===== config.mk =====
export PLATFORM = sky130hd
export DESIGN_NAME = ucounter8_sched
export DESIGN_NICKNAME = d
export VERILOG_FILES = /design/src/rtl/ucounter8_sched.sv
export SDC_FILE = /design/constraint.sdc
export NUM_CORES = 1
export LEC_CHECK = 0
export CORE_MARGIN = 1
export CORE_UTILIZATION = 45
export CTS_BUF_LIST = sky130_fd_sc_hd__clkbuf_2
export CTS_CLUSTER_DIAMETER = 120
export CTS_CLUSTER_SIZE = 8
export DETAILED_ROUTE_END_ITERATION = 8
export PLACE_DENSITY = 0.8
export SYNTH_ARGS = -nofsm -noshare
export SYNTH_HDL_FRONTEND = slang
export SYNTH_SLANG_ARGS = --single-unit

===== constraint.sdc =====
create_clock -name clk -period 4.2 [get_ports clk]
set_clock_uncertainty 0.2 [all_clocks]
set_input_delay 0.84 -clock clk [delete_from_list [all_inputs] [get_ports clk]]
set_output_delay 0.84 -clock clk [all_outputs]
set_load 0.02 [all_outputs]

===== src/rtl/ucounter8_sched.sv =====
// Round-robin owner of one shared 8-bit down-counter: grants one requester, preloads, paces ticks, pulses done.
// Grant 1 cycle after request; done at 3 + val*(presc+1); a requester waits in IDLE until the counter is free.
module ucounter8_sched #(
  parameter int NREQ  = 4,
  parameter int PTR_W = 2
) (
  input  logic              clk,
  input  logic              _areset,
  input  logic [NREQ-1:0]   req,
  input  logic [8*NREQ-1:0] req_val,
  input  logic [7:0]        presc,
  output logic [NREQ-1:0]   grant,
  output logic [NREQ-1:0]   done,
  output logic              busy,
  output logic              ctr_clr,
  output logic              ctr_load,
  output logic [7:0]        ctr_preld,
  output logic              ctr_updown,
  output logic              ctr_wrapstop,
  output logic              ctr_carry_in,
  input  logic [7:0]        ctr_dcount
);

  typedef enum logic [2:0] {
    S_IDLE,
    S_LOAD,
    S_RUN,
    S_DONE,
    S_ABORT
  } state_t;

  state_t           state_q, state_d;
  logic [PTR_W-1:0] ptr_q, ptr_d;
  logic [PTR_W-1:0] win_q, win_d;
  logic [NREQ-1:0]  grant_q, grant_d;
  logic [7:0]       val_q, val_d;
  logic [7:0]       presc_q, presc_d;
  logic [7:0]       pc_q, pc_d;

  logic             pick_vld;
  logic [PTR_W-1:0] pick_idx;
  logic [PTR_W-1:0] win_nxt;
  logic             win_req;
  logic             tick;
  logic             cnt_zero;

  // Scan from the highest offset down so the closest pending requester to ptr wins.
  always_comb begin
    pick_vld = 1'b0;
    pick_idx = '0;
    for (int i = NREQ - 1; i >= 0; i--) begin
      if (req[(int'(ptr_q) + i) % NREQ]) begin
        pick_vld = 1'b1;
        pick_idx = PTR_W'((int'(ptr_q) + i) % NREQ);
      end
    end
  end

  assign win_nxt  = (win_q == PTR_W'(NREQ - 1)) ? '0 : win_q + PTR_W'(1);
  assign win_req  = req[win_q];
  assign tick     = (pc_q == presc_q);
  assign cnt_zero = (ctr_dcount == 8'd0);

  always_comb begin
    state_d = state_q;
    ptr_d   = ptr_q;
    win_d   = win_q;
    grant_d = grant_q;
    val_d   = val_q;
    presc_d = presc_q;
    pc_d    = pc_q;
    case (state_q)
      S_IDLE: begin
        if (pick_vld) begin
          win_d   = pick_idx;
          grant_d = NREQ'(1) << pick_idx;
          val_d   = req_val[8*int'(pick_idx) +: 8];
          presc_d = presc;
          state_d = S_LOAD;
        end
      end
      S_LOAD: begin
        pc_d    = 8'd0;
        state_d = win_req ? S_RUN : S_ABORT;
      end
      S_RUN: begin
        pc_d = tick ? 8'd0 : pc_q + 8'd1;
        // A withdrawn request beats terminal count: no done for a requester that left.
        if (!win_req) begin
          state_d = S_ABORT;
        end else if (cnt_zero) begin
          state_d = S_DONE;
        end
      end
      S_DONE, S_ABORT: begin
        grant_d = '0;
        ptr_d   = win_nxt;
        state_d = S_IDLE;
      end
      default: begin
        state_d = S_IDLE;
      end
    endcase
  end

  always_ff @(posedge clk or negedge _areset) begin
    if (!_areset) begin
      state_q <= S_IDLE;
      ptr_q   <= '0;
      win_q   <= '0;
      grant_q <= '0;
      val_q   <= 8'd0;
      presc_q <= 8'd0;
      pc_q    <= 8'd0;
    end else begin
      state_q <= state_d;
      ptr_q   <= ptr_d;
      win_q   <= win_d;
      grant_q <= grant_d;
      val_q   <= val_d;
      presc_q <= presc_d;
      pc_q    <= pc_d;
    end
  end

  assign grant        = grant_q;
  assign done         = (state_q == S_DONE) ? (NREQ'(1) << win_q) : '0;
  assign busy         = (state_q != S_IDLE);
  assign ctr_clr      = (state_q == S_IDLE) || (state_q == S_DONE) || (state_q == S_ABORT);
  assign ctr_load     = (state_q == S_LOAD);
  assign ctr_preld    = (state_q == S_LOAD) ? val_q : 8'd0;
  // Gating on a nonzero count keeps the counter from ever wrapping under zero.
  assign ctr_carry_in = (state_q == S_RUN) && tick && !cnt_zero;
  assign ctr_updown   = 1'b0;
  assign ctr_wrapstop = 1'b1;

endmodule


==> metrics.txt, run 1 <==
result of the run=completed; clock tree from TritonCTS=done; setup slack of the worst register-to-register path=1.89 ns; total number of vias=1996; leakage=1.34 nW; dominant delay contributor by cell family on the critical path=simple AND/OR/NAND/NOR gates; most common cell in the synthesized netlist=nand2_1; number of clock sinks seen by CTS=35; number of core rows=25; endpoint of the most critical register-to-register path=pc_q[5]; TritonCTS buffer count=5; worst-path cell chain=xor2_1 > nor4_1 > and3_1 > clkdlybuf4s50_1; routed via count divided by cell count=5.48; first-pass detailed-route iteration total=4; post-cts hold buffer count=0; global-route wire length before repair=9090 um; layout overhead on the synthesized area=35.4%; number of flops mapped to enable cells by yosys=0; GR Overflow Total=0; capturing element of the worst setup path=ctr_carry_in; Worst Reg2Reg Path Length in Cells=5; flop and latch count out of synthesis=35; required time worst endpoint=3.16 ns; CTS H-Tree Depth=2; Hold WC Path Type=reg2reg; number of antenna cells inserted=0; Levels on crit path=4; CP max FO=7; total track usage=22.8%; post-layout power=1.71 mW; final worst slack=0.724 ns; slew of the pin with the lowest slew margin=0.759 ns; number of cells on the worst hold path=2; Post-Synthesis Cells=240; total placed cells including tap cells=356; DRC=0; Worst EP arrival=2.44 ns; most area-hungry cell type in the Yosys netlist=dfrtp_1; final-layout setup total negative slack=0 ns; maximum number of pins on one net before global-route repair=36; I/O Buffers=73; HPWL Detailed=4050 um; mean routed wirelength per cell=14.8 um; number of global-route vias before repair=1977; number of resized instances in the post-cts repair step=0; Max Fclk=288 MHz; count of nets after finishing=368; number of antenna violations at the first check in global routing=0; distinct cell type count after synthesis=45; CTS Root Buffer Type=clkbuf_2; layout cells sized above 1=7.10%; worst stage delay on the critical path=0.60 ns; Routed WL=5380 um; final-report setup violation count=0; clock transition at the register clock pins on the worst setup and hold paths after CTS=0.20 ns; synthesis warning total=0; placed inst area=2920 um^2; starting density of the core=46.7%; kind of critical path=reg2out; Finished Core Util=63.3%; height of the die=71.8 um; proportion of netlist area held by the largest area contributor=40.0%; buffer depth of the longest clock path=2; number of ports placed on the die boundary=76; post-CTS setup buffer count=0; Cell Count, Final, Fillers Out=364; average cell area after synthesis=9.13 um^2; startpoint class of the critical path=register; startpoint of the worst register-to-register path=pc_q[3]; unrepaired setup endpoints after global routing=no; dominant synthesized flop cell=dfrtp_1; Die Outline Area=5150 um^2; core area=4690 um^2; power density cells=577 nW/um^2; Min Clock Period, post-route=3.48 ns; number of hold-slack violations in the final timing report=0; largest cells by area after synthesis=dfrtp_1 (40%), nand2_1 (6.8%), mux2i_1 (4.1%); netlist area before placement=2190 um^2; kind of end point of the critical path=output port; share of the cycle needed by the critical path after routing=82.8%; Worst slew margin=49.4%; number of antenna-violating nets in the routed design=0; last weighted congestion value of the routability-driven placer=0.787; worst setup slack after placement=0.785 ns; worst-skew pair later-pin latency=0.39 ns; IR drop worst, VDD=0.236 mV; DIE WIDTH=71.8 um; worst hold slack across all endpoints=0.324 ns; First DRT Iteration DRCs=123; CP max-delay cell=clkdlybuf4s50_1; count of pins over their slew limit=0; Syn Nets=299; sequential area share after synthesis=40.0%; final non-filler cell area=2970 um^2; crit path buf inv count=1; count of maximum capacitance violations=0; Synth async-reset ratio=100%; beginning of the critical path=pc_q[3]; top cells by instance count after synthesis=nand2_1 (40), dfrtp_1 (35), and2_1 (14)
==> cell families after synthesis <==
logic type      Yosys count  share of synthesized area [%]
simple gates            100                           23.1
compound gates           56                           18.4
flops                    35                           40.0
buf+inv                  20                           5.08
mux                      13                           6.68
xor+xnor                  9                           3.60
fa+ha+maj                 5                           2.85
other cells               2                          0.343
==> tightest hold or removal path, stage by stage, from the launching register on <==
cell     delay [ns]
dfrtp_1        0.40
nand2_1        0.05
nand2_1        0.06
==> layer usage <==
metal / up-vias / track usage [%] / wire, um
met4: 0 / 7.41 / 70
met5: - / 0 / 0
li1: 996 / - / -
met1: 921 / 29.5 / 2440
met2: 74 / 36.6 / 2480
met3: 5 / 7.17 / 383
==> state kept, by name (all words and copies together) (netlist names) <==
signal,count
win_q,2
val_q,8
ptr_q,2
state_q,3
grant,4
presc_q,8
pc_q,8
==> report_power, final <==
group | switching [mW] | internal [mW] | total [mW] | leakage, nW
Combinational | 0.529 | 0.428 | 0.956 | 0.864
Sequential | 0.122 | 0.472 | 0.595 | 0.448
Clock | 0.123 | 0.0395 | 0.163 | 0.0250
Total | 0.774 | 0.939 | 1.71 | 1.34
==> worst min path at each step <==
stage,slack (ns),startpoint,endpoint
after floorplan,0.27,presc_q[2],presc_q[2]
after global placement,0.28,presc_q[0],presc_q[0]
after detailed placement,0.29,presc_q[5],presc_q[5]
after CTS,0.33,presc_q[5],presc_q[5]
after global routing,0.35,presc_q[5],presc_q[5]
final,0.32,presc_q[1],presc_q[1]
==> cells in the final DEF (no fill, tap or decap), drive strengths merged, types with 9 or more instances in the layout <==
cell type,n
a21oi,10
and2,14
clkdlybuf4s50,73
dfrtp,35
mux2i,9
nand2,41
o31ai,9
xor2,9
==> final cells by class <==
class                           count  area [um^2]
Tap cell                           54         67.6
Multi-Input combinational cell    185         1200
Clock inverter                      3         20.0
Clock buffer                        5         25.0
Inverter                            6         22.5
Timing Repair Buffer               76          753
Fill cell                         417         1720
Sequential cell                    35          876
Power figures use the tool's default switching activity.
==> run 2, diff against run 1 <==
- clock period: 4.2 -> 3.5 ns (I/O delays scaled with it)
==> run 2 against run 1 <==
Critical path type unchanged. Count of clock-buffer cells in the layout grew 1. Worst hold slack gained 0.0034 ns. Power grew 20%.
==> metrics.txt, run 2 (synthesis results as in run 1) <==
I/O Buffers=73; share of the cycle needed by the critical path after routing=94.4%; first-pass detailed-route iteration total=4; CTS Root Buffer Type=clkbuf_2; count of nets after finishing=370; slew of the pin with the lowest slew margin=0.779 ns; routed via count divided by cell count=5.56; Regs by FF count=pc_q (8), presc_q (8), val_q (8); Die Outline Area=5150 um^2; number of antenna cells inserted=0; post-cts hold buffer count=0; DIE WIDTH=71.8 um; Hold WC Path Type=reg2reg; most used cells in the layout excluding fill and tap cells=clkdlybuf4s50_1 (73), nand2_1 (40), dfrtp_1 (35), and2_1 (14); Max Fclk=303 MHz; count of pins over their slew limit=0; leakage=1.35 nW; last weighted congestion value of the routability-driven placer=0.777; Net Sw Power=0.917 mW; Min Clock Period, post-route=3.30 ns; CP max FO=7; startpoint class of the critical path=register; global-route wire length before repair=8780 um; final-report setup violation count=0; number of global-route vias before repair=1938; total placed cells including tap cells=358; number of antenna violations at the first check in global routing=0; GR Overflow Total=0; number of hold-slack violations in the final timing report=0; IR drop worst, VDD=0.305 mV; power density cells=691 nW/um^2; internal cell power=1.14 mW; DRC=0; Routed WL=5380 um; mean routed wirelength per cell=14.7 um; number of fillers in the final layout=424; number of antenna-violating nets in the routed design=0; post-CTS setup buffer count=0; area taken by multi-input logic gates=1200 um^2; buffer depth of the longest clock path=2; final-layout setup total negative slack=0 ns; core area=4690 um^2; result of the run=completed; First DRT Iteration DRCs=128; relative contribution of sequential cells to total power=34.8%; Cell Count, Final, Fillers Out=366; CTS H-Tree Depth=2; HPWL Detailed=4080 um; final worst slack=0.195 ns; count of maximum capacitance violations=0; unrepaired setup endpoints after global routing=no; starting density of the core=46.7%; maximum number of pins on one net before global-route repair=36; proportion of power drawn by the clock network=9.2%; Switching Fraction=44.5%; proportion of power drawn by combinational gates=56.0%; height of the die=71.8 um; TritonCTS buffer count=5; number of ports placed on the die boundary=76; clock tree from TritonCTS=done; total track usage=22.3%; number of resized instances in the post-cts repair step=0; most common cell after layout, fill and taps aside=clkdlybuf4s50_1; worst setup slack after placement=0.410 ns; kind of critical path=reg2out; worst-skew pair later-pin latency=0.38 ns; layout cells sized above 1=7.69%; clock transition at the register clock pins on the worst setup and hold paths after CTS=0.20 ns; number of clock sinks seen by CTS=35; Worst EP arrival=2.40 ns; required time worst endpoint=2.60 ns; kind of end point of the critical path=output port; number of core rows=25; total number of vias=2034; Worst slew margin=48.1%; layout overhead on the synthesized area=36.0%; sequential cell area=876 um^2
## run 2: changes by cell type in the layout (fill, tap and decap cells not counted)
cell | before | now
clkinvlp_4 | 2 | 1
buf_4 | 3 | 5
clkbuf_2 | 5 | 6
## run 2: per-layer routing
layer / part of all wire (%) / track usage, %
met4: 0.87 / 6.10
met3: 7.9 / 7.31
met5: 0 / 0
met2: 47 / 35.6
met1: 44 / 29.2
## run 2: final cells by class
class	instances	share of cell area, %
Clock buffer	6	1.01
Multi-Input combinational cell	185	40.4
Sequential cell	35	29.4
Inverter	6	0.755
Timing Repair Buffer	78	25.8
Clock inverter	2	0.420
Tap cell	54	2.27
## run 2: power groups by stage
stage	Clock, mW	Sequential (mW)	Combinational [mW]
floorplan	0	0.693	0.794
global placement	0	0.715	1.13
detailed placement	0	0.724	1.16
CTS	0.196	0.715	1.16
global route	0.212	0.742	1.27
finish	0.190	0.717	1.15
## run 2: critical path: stages, from the launching register on
cell and delay (ns):
dfrtp_1 0.50, xor2_1 0.19, nor4_1 0.51, and3_1 0.23, clkdlybuf4s50_1 0.60
## run 2: path summary, 6_finish.rpt
| kind | slack, ns | cells past startpoint | startpoint | to |
|---|---|---|---|---|
| setup / recovery | 0.20 | 4 | pc_q[3] | ctr_carry_in |
| setup reg to reg | 1.23 | 5 | pc_q[3] | pc_q[5] |
| hold / removal | 0.33 | 2 | val_q[7] | val_q[7] |
| min in group asynchronous | 0.51 | 2 | _areset | grant[0] |
| hold reg to reg | 0.33 | 2 | val_q[7] | val_q[7] |
| max in group asynchronous | 2.26 | 2 | _areset | pc_q[1] |
## run 2: metrics by stage
step / area (um^2) / hold slack, ns / power [mW] / utilization, %
3_3_place_gp: 2940 / 0.278 / 1.85 / 62.6
5_1_grt: 2980 / 0.340 / 2.23 / 63.5
2_1_floorplan: 2190 / 0.204 / 1.49 / -
6_report: 2980 / 0.328 / 2.06 / 63.5
3_5_place_dp: 2940 / 0.286 / 1.88 / 62.6
4_1_cts: 2980 / 0.327 / 2.07 / 63.5
==> run 3, diff against run 2 <==
- MAX_ROUTING_LAYER: unset -> met4
==> run 3 against run 2 <==
Critical path depth is the same. Sequential share of layout area is the same. Register-to-register slack is essentially flat. Worst setup slack lost 0.0040 ns. Design area is the same. Maximum frequency shrank 0.12%. Highest routed layer unchanged.
==> metrics.txt, run 3 (synthesis results as in run 1) <==
result of the run=completed; Regs by FF count=pc_q (8), presc_q (8), val_q (8); kind of end point of the critical path=output port; count of maximum capacitance violations=0; I/O Buffers=73; count of nets after finishing=370; routed via count divided by cell count=5.54; TritonCTS buffer count=5; number of resized instances in the post-cts repair step=0; post-cts hold buffer count=0; GR Overflow Total=0; setup slack of the worst register-to-register path=1.22 ns; met2 track demand over resource in global routing=35.6%; height of the die=71.8 um; internal cell power=1.14 mW; CP max FO=7; most used cells in the layout excluding fill and tap cells=clkdlybuf4s50_1 (73), nand2_1 (40), dfrtp_1 (35), and2_1 (14); number of antenna violations at the first check in global routing=0; Switching Fraction=44.5%; number of core rows=25; gr busiest metal=met2; startpoint class of the critical path=register; global-route wire length before repair=8740 um; last weighted congestion value of the routability-driven placer=0.788; share of the cycle needed by the critical path after routing=94.5%; Worst slew margin=48.3%; required time worst endpoint=2.60 ns; CTS H-Tree Depth=2; Net Sw Power=0.918 mW; power density cells=691 nW/um^2; post-CTS setup buffer count=0; count of pins over their slew limit=0; number of antenna-violating nets in the routed design=0; First DRT Iteration DRCs=128; Worst EP arrival=2.41 ns; CTS Root Buffer Type=clkbuf_2; layout overhead on the synthesized area=36.0%; number of antenna cells inserted=0; total number of vias=2028; Routed WL=5400 um; slew of the pin with the lowest slew margin=0.775 ns; maximum number of pins on one net before global-route repair=36; number of ports placed on the die boundary=76; relative contribution of sequential cells to total power=34.8%; core area=4690 um^2; mean routed wirelength per cell=14.8 um; proportion of power drawn by combinational gates=56.0%; Min Clock Period, post-route=3.31 ns; layout cells sized above 1=7.69%; worst-skew pair later-pin latency=0.38 ns; worst-path cell chain=xor2_1 > nor4_1 > and3_1 > clkdlybuf4s50_1; worst stage delay on the critical path=0.60 ns; first-pass detailed-route iteration total=4; DRC=0; CP max-delay cell=clkdlybuf4s50_1; Die Outline Area=5150 um^2; met1 global-route usage=29.3%; proportion of power drawn by the clock network=9.2%; leakage=1.35 nW; met3 track demand over resource=6.89%; IR drop worst, VDD=0.306 mV; total track usage=22.9%; Cell Count, Final, Fillers Out=366; DIE WIDTH=71.8 um; total placed cells including tap cells=358; number of hold-slack violations in the final timing report=0; clock tree from TritonCTS=done; number of global-route vias before repair=1945; Hold WC Path Type=reg2reg; unrepaired setup endpoints after global routing=no; buffer depth of the longest clock path=2; number of clock sinks seen by CTS=35; starting density of the core=46.7%; number of fillers in the final layout=424; kind of critical path=reg2out; Max Fclk=302 MHz; clock transition at the register clock pins on the worst setup and hold paths after CTS=0.20 ns; HPWL Detailed=4080 um; most common cell after layout, fill and taps aside=clkdlybuf4s50_1; Finished Core Util=63.5%; final-layout setup total negative slack=0 ns; final-report setup violation count=0
==> run 3: routing by layer <==
metal  routed length (um)  share of wire, %
met1                 2420                45
met2                 2540                47
met3                  391               7.2
met4                   47              0.87
met5                    0                 0
==> run 3: critical path: cells and delay by family (launching register included) <==
family / cells / cell delay [ns]
and+or+nand+nor: 2 / 0.74
buffers and inverters: 1 / 0.60
DFF: 1 / 0.50
xor gates and xnor gates: 1 / 0.19
==> run 3: power groups by stage <==
stage	clock (mW)	sequential (mW)	combinational [mW]
after global routing	0.212	0.741	1.27
after floorplan	0	0.693	0.794
after global placement	0	0.715	1.13
final	0.191	0.717	1.15
after CTS	0.196	0.715	1.16
after detailed placement	0	0.724	1.16
==> run 3: path summary, 6_finish.rpt <==
kind | from | end | cells after the start
min reg2reg | val_q[7] | val_q[7] | 2
max in group asynchronous | _areset | pc_q[1] | 2
max | pc_q[3] | ctr_carry_in | 4
max reg2reg | pc_q[3] | pc_q[5] | 5
min in group asynchronous | _areset | grant[0] | 2
min | val_q[7] | val_q[7] | 2
==> run 3: final cells by class <==
class	count	area (um^2)	share of cell area, %
Clock buffer	6	30.0	1.01
Tap cell	54	67.6	2.27
Sequential cell	35	876	29.4
Multi-Input combinational cell	185	1200	40.4
Timing Repair Buffer	78	768	25.8
Inverter	6	22.5	0.755
Clock inverter	2	12.5	0.420
==> run 3: stage by stage <==
step | total power [mW] | area, um^2 | worst slack (ns) | hold WS, ns
global placement | 1.85 | 2940 | 0.446 | 0.278
finish | 2.06 | 2980 | 0.191 | 0.328
floorplan | 1.49 | 2190 | 0.943 | 0.204
CTS | 2.07 | 2980 | 0.176 | 0.327
global route | 2.23 | 2980 | 0.0102 | 0.340
detailed placement | 1.88 | 2940 | 0.410 | 0.286
